$ cat config.mk
export PLATFORM = sky130hd
export DESIGN_NAME = cond_entradas
export DESIGN_NICKNAME = d
export VERILOG_FILES = /design/src/rtl/cond_entradas.sv
export SDC_FILE = /design/constraint.sdc
export NUM_CORES = 1
export LEC_CHECK = 0
export ABC_AREA = 1
export CORE_MARGIN = 2
export CORE_UTILIZATION = 52
export DETAILED_ROUTE_END_ITERATION = 8
export PLACE_DENSITY_LB_ADDON = 0.3
export SETUP_SLACK_MARGIN = 0.1
export SYNTH_ARGS = -nofsm -noshare
export SYNTH_HDL_FRONTEND = slang
export SYNTH_SLANG_ARGS = --single-unit
$ cat constraint.sdc
create_clock -name CLK -period 1.45 [get_ports CLK]
set_input_delay 0.29 -clock CLK [delete_from_list [all_inputs] [get_ports CLK]]
set_output_delay 0.29 -clock CLK [all_outputs]
set_load 0.01 [all_outputs]
$ cat src/rtl/cond_entradas.sv
// Input conditioning for the vehicle control panel: per-lane synchroniser and debounce counter for
// 8 switches and 4 buttons, plus press/change strobes. COND_ENTRADAS_BTN_TOGGLE_EN makes buttons toggle.
module cond_entradas #(
  parameter int DEB_CYCLES  = 50000,
  parameter int SYNC_STAGES = 2
) (
  input  logic       CLK,
  input  logic       RST_N,
  input  logic [7:0] SW_IN,
  input  logic [3:0] BT_IN,
  output logic [7:0] CH,
  output logic [3:0] B,
  output logic [3:0] B_RISE,
  output logic       CHG
);
  localparam int N_SW  = 8;
  localparam int N_BT  = 4;
  localparam int LANES = N_SW + N_BT;
  localparam int CNT_W = $clog2(DEB_CYCLES);
  localparam logic [CNT_W-1:0] CNT_MAX = CNT_W'(DEB_CYCLES - 1);

  if (DEB_CYCLES < 2) begin : g_bad_deb
    $error("DEB_CYCLES must be >= 2");
  end
  if (SYNC_STAGES < 2) begin : g_bad_sync
    $error("SYNC_STAGES must be >= 2");
  end

  logic [LANES-1:0] w_raw;
  logic [LANES-1:0] r_sync [SYNC_STAGES];
  logic [LANES-1:0] w_s;
  logic [LANES-1:0] r_d;
  logic [CNT_W-1:0] r_cnt [LANES];
  logic [LANES-1:0] w_upd;
  logic [N_BT-1:0]  w_rise;
  logic             w_chg;
  logic [N_BT-1:0]  r_rise;
  logic             r_chg;

  // Lanes 0..7 are switches, 8..11 are buttons.
  assign w_raw = {BT_IN, SW_IN};
  assign w_s   = r_sync[SYNC_STAGES-1];

  // Synchroniser stage
  always_ff @(posedge CLK or negedge RST_N) begin
    if (!RST_N) begin
      for (int k = 0; k < SYNC_STAGES; k++) r_sync[k] <= '0;
    end else begin
      r_sync[0] <= w_raw;
      for (int k = 1; k < SYNC_STAGES; k++) r_sync[k] <= r_sync[k-1];
    end
  end

  always_comb begin
    w_upd = '0;
    for (int l = 0; l < LANES; l++) begin
      w_upd[l] = (w_s[l] != r_d[l]) && (r_cnt[l] == CNT_MAX);
    end
  end

  // Debounce stage: the counter only climbs while s disagrees with d, so it never passes CNT_MAX.
  always_ff @(posedge CLK or negedge RST_N) begin
    if (!RST_N) begin
      r_d <= '0;
      for (int l = 0; l < LANES; l++) r_cnt[l] <= '0;
    end else begin
      for (int l = 0; l < LANES; l++) begin
        if (w_s[l] == r_d[l]) begin
          r_cnt[l] <= '0;
        end else if (w_upd[l]) begin
          r_d[l]   <= w_s[l];
          r_cnt[l] <= '0;
        end else begin
          r_cnt[l] <= r_cnt[l] + CNT_W'(1);
        end
      end
    end
  end

  assign w_rise = w_upd[LANES-1:N_SW] & w_s[LANES-1:N_SW];

`ifdef COND_ENTRADAS_BTN_TOGGLE_EN
  logic [N_BT-1:0] r_tog;

  // Button releases are invisible on B in toggle mode, so they must not raise CHG either.
  assign w_chg = (|w_upd[N_SW-1:0]) | (|w_rise);

  always_ff @(posedge CLK or negedge RST_N) begin
    if (!RST_N) r_tog <= '0;
    else        r_tog <= r_tog ^ w_rise;
  end

  assign B = r_tog;
`else
  assign w_chg = |w_upd;
  assign B     = r_d[LANES-1:N_SW];
`endif

  // Strobe stage: registered on the same edge that updates d.
  always_ff @(posedge CLK or negedge RST_N) begin
    if (!RST_N) begin
      r_rise <= '0;
      r_chg  <= 1'b0;
    end else begin
      r_rise <= w_rise;
      r_chg  <= w_chg;
    end
  end

  assign CH     = r_d[N_SW-1:0];
  assign B_RISE = r_rise;
  assign CHG    = r_chg;

endmodule

==> results.txt, run 1 <==
DP HPWL - 16.93 mm
WL per Instance - 17.12 um
DRC viols - 0
Netlist cell types - 29
Hold Vio Cnt, Final - 0
Reg power frac - 0.451
Maxcap violations - 0
Combined area of the multi-input logic cells - 6973 um2
ANT cells - 0
Fraction of registers with async set/reset - 1.000
Final instance area - 17000 um2
First-pass GRT wire length - 45.26 mm
Clock share of power - 0.483
Placed Cells - 1891
Pin count of the biggest net entering global routing - 58
Crit path kind - register to register
Slew HR - 0.7135
Crit-path max FO - 5
Pwr dens - 882.7 nW/um2
Final WL - 34.77 mm
Worst path bufs/invs - 2
Remaining Overflow, GRT - 0
Die W - 153.9 um
Setup Skew - 0.01067 ns
Synth Warn # - 0
Worst Slack Setup Final - -0.1251 ns
Gr usage total - 0.2246
RePlAce Congestion - 0.8978
Type of origin of the critical path - register
Reg clk slew, reported paths - 0.06 ns
CTS root buf - clkbuf_16
CTS Buf Count - 27
CP peak stage delay - 0.46 ns
Io pins - 31
Die area - 23700 um2
Final setup vio count - 25
Vias in the first global route - 10190
RSZ-0062 raised after global routing - true
Period utilization - 1.086
Initial core utilization - 0.5324
Setup TNS Final - -1.076 ns
Area Overhead vs Synth - 45.37%
Final Critical Period - 1.575 ns
Vias - 11270
Clock Tree Buf Depth - 3
Top FF cell, synth - dfrtp_1
Int Power - 11480 uW
CP required - 1.91 ns
Worst Tran Pin Value - 0.4297 ns
Finished Layout Cells - 2031
Register cell area after layout - 5861 um2
DIE HEIGHT - 153.9 um
DRT Pass-1 Iters - 7
Std cell rows - 54
H-tree depth - 1
HP Class - input pin to async pin
Sw Share - 0.2345
I/O Buffers - 30
Cells after Synth - 1483
Slew Viols, Final - 0
Clock Latency Late Sink - 0.53 ns
Critical Path, Cell by Cell - ha_4, nand3_4, nor2_4, a21oi_4, buf_12, buf_6, nand2_2, nor2_1
Core area - 21960 um2
Worst IR Drop VDD - 1.081 mV
Syn Std Cell Area - 11690 um2
DRT iter0 DRCs - 738
Net switching power figure - 3518 uW
Syn avg cell area - 7.883 um2
Clk sinks - 233
Antenna-violating nets left - 0
Worst Path Arrival - 2.03 ns
CTS tree - built
Delay-heaviest family, CP - flip-flops
Hold Worst Slack - 0.1973 ns
Fmax - 634.9 MHz
Fillers - 1232
Total placed instance area - 13150 um2
Share of post-route cells with drive strength above 1 - 0.3809
Seq cells post-synth - 233
Part of the power in combinational logic - 0.066
Syn Nets - 1509
Max stage delay cell, worst path - dfrtp_1
Violated checks - setup timing
Final #Nets - 1759
Initial antenna violation count - 0
Outcome - finished with violations
Crit. End Element - register
Register area share after synthesis - 0.4987
Vias/cell - 5.549
EDFF count, synth - 0
Leakage power - 0.007742 uW
## registers in the layout, summed over array words and instances, names as in the netlist
register / count
B_RISE: 4
r_d: 12
w_s: 12
CHG: 1
r_sync: 12
r_cnt: 192
## power groups by stage
stage / combinational [uW] / sequential [uW] / clock (uW)
2_1_floorplan: 261 / 6800 / 0
3_3_place_gp: 594 / 6800 / 0
3_5_place_dp: 610 / 6810 / 0
4_1_cts: 699 / 6720 / 7270
5_1_grt: 1080 / 6770 / 7610
6_report: 989 / 6760 / 7250
## cell families after synthesis
kind of cell    count (synthesis)  synth area share
simple gates                  845            0.3116
buf+inv                       234           0.07577
flops                         233            0.4987
compound gates                 88           0.04784
xor+xnor                       71           0.05319
fa+ha+maj                      12           0.01284
## area by class of cell
class,instances,share of cell area
clock buffer,34,0.04248
clock inverter,13,0.01207
inverter,228,0.05330
multi-input combinational,1016,0.4103
sequential,233,0.3448
tap,280,0.02061
timing repair buffer,227,0.1164
## routing by layer
metal	vias to the layer above	share of wire	track usage
met4	0	0.048	0.06898
li1	5144	-	-
met5	-	0	0
met1	5510	0.38	0.2898
met3	144	0.048	0.03129
met2	473	0.53	0.3946
## placed cells by master, fill, tap and decap left out, drive strengths merged, types with 16 or more instances in the layout
master,instances
a21oi,47
xor2,55
nand4,21
nor3,64
buf,214
nor2,303
clkbuf,34
nand2,298
dfrtp,233
nand3,133
o21ai,33
xnor2,16
inv,228
## timing repair
action / in CTS / in global routing
pin swaps: 42 / 126
resized for setup: 221 / 438
hold buffers: 1 / 0
endpoints found under the hold margin: 233 / 0
cloned: 0 / 0
setup endpoints to repair: 150 / 189
buffers inserted: 33 / 64
## final timing paths
kind	startpoint	end	slack (ns)	cells after the start
worst max-delay path	r_cnt[129]	r_cnt[142]	-0.13	8
worst min-delay path	RST_N	r_cnt[109]	0.20	2
worst max register to register	r_cnt[129]	r_cnt[142]	-0.13	8
worst min register to register	r_sync[13]	w_s[1]	0.35	0
max in group asynchronous	RST_N	r_cnt[67]	0.63	3
min in group CLK	BT_IN[0]	r_sync[20]	0.20	1
## synthesized netlist by cell type (12+ instances only)
master   number  area (um2)
a21oi_1      38       190.2
dfrtp_1     233        5831
ha_1         12       150.1
inv_1       215       807.0
inv_2        13       48.80
nand2_1     298        1119
nand3_1     129       645.6
nand4_1      21       131.4
nor2_1      296        1111
nor3_1       55       275.3
o21ai_0      31       155.2
xnor2_1      16       140.1
xor2_1       55       481.7
## metrics by stage
step | utilization | total power [uW] | setup slack [ns]
floorplan | - | 7059 | 0.1030
global placement | 0.5987 | 7398 | 0.01528
detailed placement | 0.5987 | 7422 | -0.02968
CTS | 0.6781 | 14690 | 0.02347
global route | 0.7740 | 15470 | -0.1629
finish | 0.7740 | 15000 | -0.1251
Power figures use the tool's default switching activity.
==> run 2, diff against run 1 <==
--- a/config.mk
+++ b/config.mk
@@ -9,7 +9,7 @@
 export CORE_MARGIN = 2
 export CORE_UTILIZATION = 52
 export DETAILED_ROUTE_END_ITERATION = 8
-export PLACE_DENSITY_LB_ADDON = 0.3
+export PLACE_DENSITY = 0.73
 export SETUP_SLACK_MARGIN = 0.1
 export SYNTH_ARGS = -nofsm -noshare
 export SYNTH_HDL_FRONTEND = slang
==> constraint.sdc (replaced) <==
create_clock -name CLK -period 1.45 [get_ports CLK]
set_input_delay 0.2175 -clock CLK [delete_from_list [all_inputs] [get_ports CLK]]
set_output_delay 0.2175 -clock CLK [all_outputs]
set_load 0.01 [all_outputs]
==> run 2 against run 1 <==
  * The run still ends with setup timing left
  * Utilization down 3.3 points
  * Highest routed layer unchanged
  * Routed wire length fell by 18%
  * Design area decreased by 4.2%
  * Clock skew shrank 0.00097 ns
==> results.txt, run 2 (synthesized netlist as in run 1, its figures left out) <==
Biggest register - r_cnt
Pin count of the biggest net entering global routing - 54 (-6.9%)
Reg clk slew, reported paths - 0.06 ns (about the same)
Vias - 10480 (-7.0%)
Vias/cell - 5.232 (-5.7%)
DRT Pass-1 Iters - 5 (-2)
CP required - 1.86 ns (-0.05 ns)
I/O Buffers - 30 (unchanged)
CTS Buf Count - 26 (-3.7%)
Setup Skew - 0.009695 ns (-0.0009744 ns)
RePlAce Congestion - 0.8878 (-1.1%)
Worst IR Drop VDD - 0.9093 mV (-16%)
Fmax - 681.2 MHz (+7.3%)
Reg-to-reg endpoint - r_cnt[156]
HP Class - input pin to register
CTS tree - built
Initial antenna violation count - 0 (unchanged)
Std cell rows - 54 (unchanged)
HP Start - SW_IN[0]
Setup slack, reg-to-reg - -0.02 ns (+0.11 ns)
First-pass GRT wire length - 43.48 mm (-3.9%)
Maxcap violations - 0 (unchanged)
Remaining Overflow, GRT - 0 (unchanged)
Final setup vio count - 2 (-92%)
Gr usage total - 0.2147 (-0.009944)
Highest-count cells in the layout ignoring fill and taps - 250 x nand2_1, 229 x nor2_1, 209 x dfrtp_1
WL per Instance - 14.27 um (-17%)
Clock Latency Late Sink - 0.53 ns (about the same)
Reg-to-Reg Start - r_cnt[144]
Antenna-violating nets left - 0 (unchanged)
Clk sinks - 233 (unchanged)
DP HPWL - 16.69 mm (-1.4%)
DRC viols - 0 (unchanged)
Outcome - finished with violations
WHS Endpoint - r_sync[12]
H-tree depth - 1 (unchanged)
Final WL - 28.58 mm (-18%)
Hold Vio Cnt, Final - 0 (unchanged)
R2r worst-path depth - 7 (-1)
Die area - 23700 um2 (unchanged)
CTS root buf - clkbuf_16
Period utilization - 1.012 (-0.07388)
Worst Path Arrival - 1.88 ns (-0.15 ns)
DRT iter0 DRCs - 461 (-38%)
Worst Slack Setup Final - -0.01801 ns (+0.1071 ns)
Crit path kind - register to register
WHS Path Cells - 1
RSZ-0062 raised after global routing - true
Violated checks - setup timing
Initial core utilization - 0.5324 (unchanged)
Core area - 21960 um2 (unchanged)
Fillers - 1415 (+15%)
Slew HR - 0.7378 (+0.02431)
Max FFs per register - 192 (unchanged)
Area Overhead vs Synth - 39.21%
Pwr dens - 880.5 nW/um2 (-0.25%)
Final #Nets - 1730 (-1.6%)
Slew Viols, Final - 0 (unchanged)
DIE HEIGHT - 153.9 um (unchanged)
Worst Tran Pin Value - 0.3903 ns (-0.03946 ns)
Final Critical Period - 1.468 ns (-0.1071 ns)
Die W - 153.9 um (unchanged)
Vias in the first global route - 9821 (-3.6%)
Crit-path max FO - 4 (-1)
Clock Tree Buf Depth - 3 (unchanged)
Io pins - 31 (unchanged)
Post-Place Setup Slack - -0.05406 ns (-0.02438 ns)
Finished Layout Cells - 2003 (-1.4%)
Setup TNS Final - -0.02400 ns (+1.052 ns)
Crit. End Element - register
Share of post-route cells with drive strength above 1 - 0.3384 (-0.04256)
Placed Cells - 1881 (-0.53%)
Leakage power - 0.007503 uW (-3.1%)
Most common cell after layout, fill and taps aside - nand2_1
Type of origin of the critical path - register
ANT cells - 0 (unchanged)
## run 2: cell types whose count changed in the layout (fill, tap and decap cells not counted), sizes merged
cell	change
buf	-31
clkbuf	+8
bufinv	-3
clkinvlp	+2
inv	-1
clkinv	-3
## run 2: how the worst max path moves through the flow
stage               start  slack [ns]          to  depth (start not counted)
6_report       r_cnt[144]       -0.02  r_cnt[156]                          7
2_1_floorplan   r_cnt[16]        0.10   r_cnt[26]                          7
3_3_place_gp    r_cnt[32]       -0.02         CHG                          7
4_1_cts            r_d[1]        0.03       CH[1]                          1
5_1_grt        r_cnt[144]       -0.11  r_cnt[156]                          7
3_5_place_dp     r_cnt[1]       -0.05         CHG                          9
## run 2: final cells by class
cell class	instances	area, um2	share of cell area
multi-input cells	1016	6563	0.4032
inverters	228	892.1	0.05481
well taps	280	350.3	0.02153
flip-flops and latches	233	5861	0.3601
repair buffers	199	1718	0.1056
clock inverters	8	101.3	0.006227
clock buffers	39	790.8	0.04859
## run 2: layer usage
layer  vias up  routed length (um)  GRT usage
li1       5096                   -          -
met1      5115               12000     0.2805
met2       205               14970     0.3775
met3        63                 964    0.03185
met4         0                 649    0.05251
met5         -                   0          0
## run 2: critical path, cell delays in order, from the launching register on
cell and delay (ns):
dfrtp_1 0.36, ha_2 0.22, nand3_4 0.12, buf_6 0.15, nor3_4 0.16, nand3_1 0.14
xor2_1 0.16, nor2_1 0.06
## run 2: report_power, final
part / total (uW) / internal [uW] / switching [uW]
clock network: 6750 / 4110 / 2640
registers: 6750 / 6620 / 129
logic: 832 / 376 / 455
## run 2: what timing repair did
action	CTS	global route
pin swaps	35	116
endpoints found under the setup margin	148	180
hold endpoints to repair	233	0
buffers inserted	29	46
resized for setup	175	372
hold buffers	1	0
## run 2: per-stage QoR
stage	utilization	total power, uW	hold slack, ns	instance area, um2
after floorplan	-	7059	-0.07809	11700
after global placement	0.5959	7390	0.1204	13090
after detailed placement	0.5959	7412	0.1226	13090
after CTS	0.6642	14250	0.1095	14580
after global routing	0.7412	14840	0.1127	16280
final	0.7412	14330	0.1245	16280
==> run 3, diff against run 2 <==
--- a/config.mk
+++ b/config.mk
@@ -6,10 +6,11 @@
 export NUM_CORES = 1
 export LEC_CHECK = 0
 export ABC_AREA = 1
+export CORE_ASPECT_RATIO = 1.4
 export CORE_MARGIN = 2
-export CORE_UTILIZATION = 52
+export CORE_UTILIZATION = 30
 export DETAILED_ROUTE_END_ITERATION = 8
-export PLACE_DENSITY = 0.73
+export PLACE_DENSITY = 0.46
 export SETUP_SLACK_MARGIN = 0.1
 export SYNTH_ARGS = -nofsm -noshare
 export SYNTH_HDL_FRONTEND = slang
==> constraint.sdc (replaced) <==
create_clock -name CLK -period 1.7 [get_ports CLK]
set_input_delay 0.255 -clock CLK [delete_from_list [all_inputs] [get_ports CLK]]
set_output_delay 0.255 -clock CLK [all_outputs]
set_load 0.01 [all_outputs]
==> run 3 against run 2 <==
  * The run now ends clean
  * Via count fell by 11%
  * Die area increased by 71%
  * Power fell by 15%
  * Sequential power shrank 15%
  * Clock skew about the same
  * First-iteration DRC count is 17% lower
  * Hold slack gained 0.020 ns
==> results.txt, run 3 (synthesized netlist as in run 1, its figures left out) <==
Outcome - completed
Remaining Overflow, GRT - 0 (unchanged)
DP HPWL - 18.64 mm (+12%)
Final Core Density - 0.3649 (-0.3763)
Worst IR Drop VDD - 0.6005 mV (-34%)
Pwr dens - 871.4 nW/um2 (-1.0%)
Period utilization - 0.9103
Critical Path, Cell by Cell - dlygate4sd2_1
Io pins - 31 (unchanged)
Biggest register - r_cnt
Worst Slack Setup Final - 0.1526 ns (+0.1706 ns)
ANT cells - 0 (unchanged)
Setup TNS Final - 0 ns (+0.02400 ns)
Final setup vio count - 0 (-2)
Std cell rows - 85 (+57%)
Type of origin of the critical path - register
WL per Instance - 12.09 um (-15%)
Hold Vio Cnt, Final - 0 (unchanged)
DRC viols - 0 (unchanged)
Die W - 170.8 um (+11%)
H-tree depth - 1 (unchanged)
Reg clk slew, reported paths - 0.06 ns (about the same)
Vias/cell - 4.397 (-16%)
Antenna-violating nets left - 0 (unchanged)
Highest-count cells in the layout ignoring fill and taps - 295 x nand2_1, 278 x nor2_1, 233 x dfrtp_1
Setup Skew - 0.009726 ns (+0.00003120 ns)
Most common cell after layout, fill and taps aside - nand2_1
Worst path bufs/invs - 1 (unchanged)
Vias in the first global route - 9379 (-4.5%)
Crit-path max FO - 3 (-1)
Clock Tree Buf Depth - 3 (unchanged)
Placed Cells - 2060 (+9.5%)
Post-Place Setup Slack - 0.05801 ns (+0.1121 ns)
Clk sinks - 233 (unchanged)
Max stage delay cell, worst path - dfrtp_1
HP Start - BT_IN[0]
CTS tree - built
HP Class - input pin to register
Vias - 9318 (-11%)
Leakage power - 0.006666 uW (-11%)
Final Critical Period - 1.547 ns
Crit. End Element - output pin
RSZ-0062 raised after global routing - true
Worst Tran Pin Value - 0.4286 ns (+0.03830 ns)
I/O Buffers - 30 (unchanged)
DIE HEIGHT - 237.6 um (+54%)
Pin count of the biggest net entering global routing - 49 (-9.3%)
Gr usage total - 0.1305 (-0.08416)
Slew HR - 0.7143 (-0.02353)
CP required - 1.44 ns (-0.42 ns)
Reg-to-Reg Start - r_cnt[144]
Crit path kind - register to output pin
Critical Path Start - r_d[8]
Max FFs per register - 192 (unchanged)
Die area - 40590 um2 (+71%)
DRT Pass-1 Iters - 4 (-1)
Finished Layout Cells - 2119 (+5.8%)
Core area - 38500 um2 (+75%)
Initial core utilization - 0.3037 (-0.2287)
CTS Buf Count - 28 (+7.7%)
Slew Viols, Final - 0 (unchanged)
Final WL - 25.62 mm (-10%)
DRT iter0 DRCs - 382 (-17%)
Total placed instance area - 12900 um2 (-1.4%)
Final instance area - 14050 um2 (-14%)
RePlAce Congestion - 0.8116 (-8.6%)
Fmax - 646.2 MHz
Delay-heaviest family, CP - flip-flops
CTS root buf - clkbuf_16
Initial antenna violation count - 0 (unchanged)
First-pass GRT wire length - 44.24 mm (+1.7%)
Area Overhead vs Synth - 20.17%
Clock Latency Late Sink - 0.55 ns (+0.02 ns)
Share of post-route cells with drive strength above 1 - 0.1027 (-0.2357)
Final #Nets - 1607 (-7.1%)
Maxcap violations - 0 (unchanged)
Worst Path Arrival - 1.29 ns (-0.59 ns)
CP peak stage delay - 0.43 ns (+0.07 ns)
## run 3: changes by cell type in the layout (fill, tap and decap cells not counted), sizes merged
cell	previous run	this run
bufinv	2	3
a21oi	47	48
dlygate4sd2	0	17
clkbuf	42	39
buf	183	43
clkinvlp	4	2
## run 3: path summary, 6_finish.rpt
| check | end | slack (ns) | cells after the start |
|---|---|---|---|
| max reg2reg | CHG | 0.18 | 8 |
| min reg2reg | w_s[4] | 0.35 | 0 |
| min | r_sync[20] | 0.14 | 1 |
| max in group asynchronous | r_cnt[170] | 0.85 | 3 |
| min in group asynchronous | r_sync[16] | 0.22 | 2 |
| max | B[0] | 0.15 | 1 |
## run 3: per-layer routing
layer / GRT usage / up-vias / share of wire
met4: 0.04135 / 0 / 0.025
met3: 0.01832 / 45 / 0.032
met2: 0.2367 / 104 / 0.51
met1: 0.1581 / 4325 / 0.43
li1: - / 4844 / -
met5: 0 / - / 0
## run 3: stage by stage
stage	power (uW)	hold WS, ns
CTS	12490	0.1054
global route	12820	0.1271
floorplan	6019	-0.04059
finish	12240	0.1446
global placement	6280	0.2126
detailed placement	6285	0.2122
## run 3: repair_timing
item,in CTS,in global routing
gates cloned,0,1
hold endpoints to repair,81,0
buffers inserted,1,10
gates resized for setup,19,38
setup endpoints to repair,19,57
hold buffers,1,0
pin swaps,0,10
## run 3: report_power, final
part / leakage, uW / total (uW) / internal [uW] / switching (uW)
combinational: 0.00304 / 476 / 173 / 303
sequential: 0.00317 / 5720 / 5650 / 70.3
clock: 0.000454 / 6050 / 3740 / 2310
total: 0.00667 / 12200 / 9560 / 2680
## run 3: cell type report
type	instances	area (um2)
clock buffers	39	813.3
clock inverters	7	112.6
fillers	4092	24450
inverters	228	859.6
multi-input cells	1017	5121
flip-flops and latches	233	5831
well taps	522	653.1
repair buffers	73	659.4
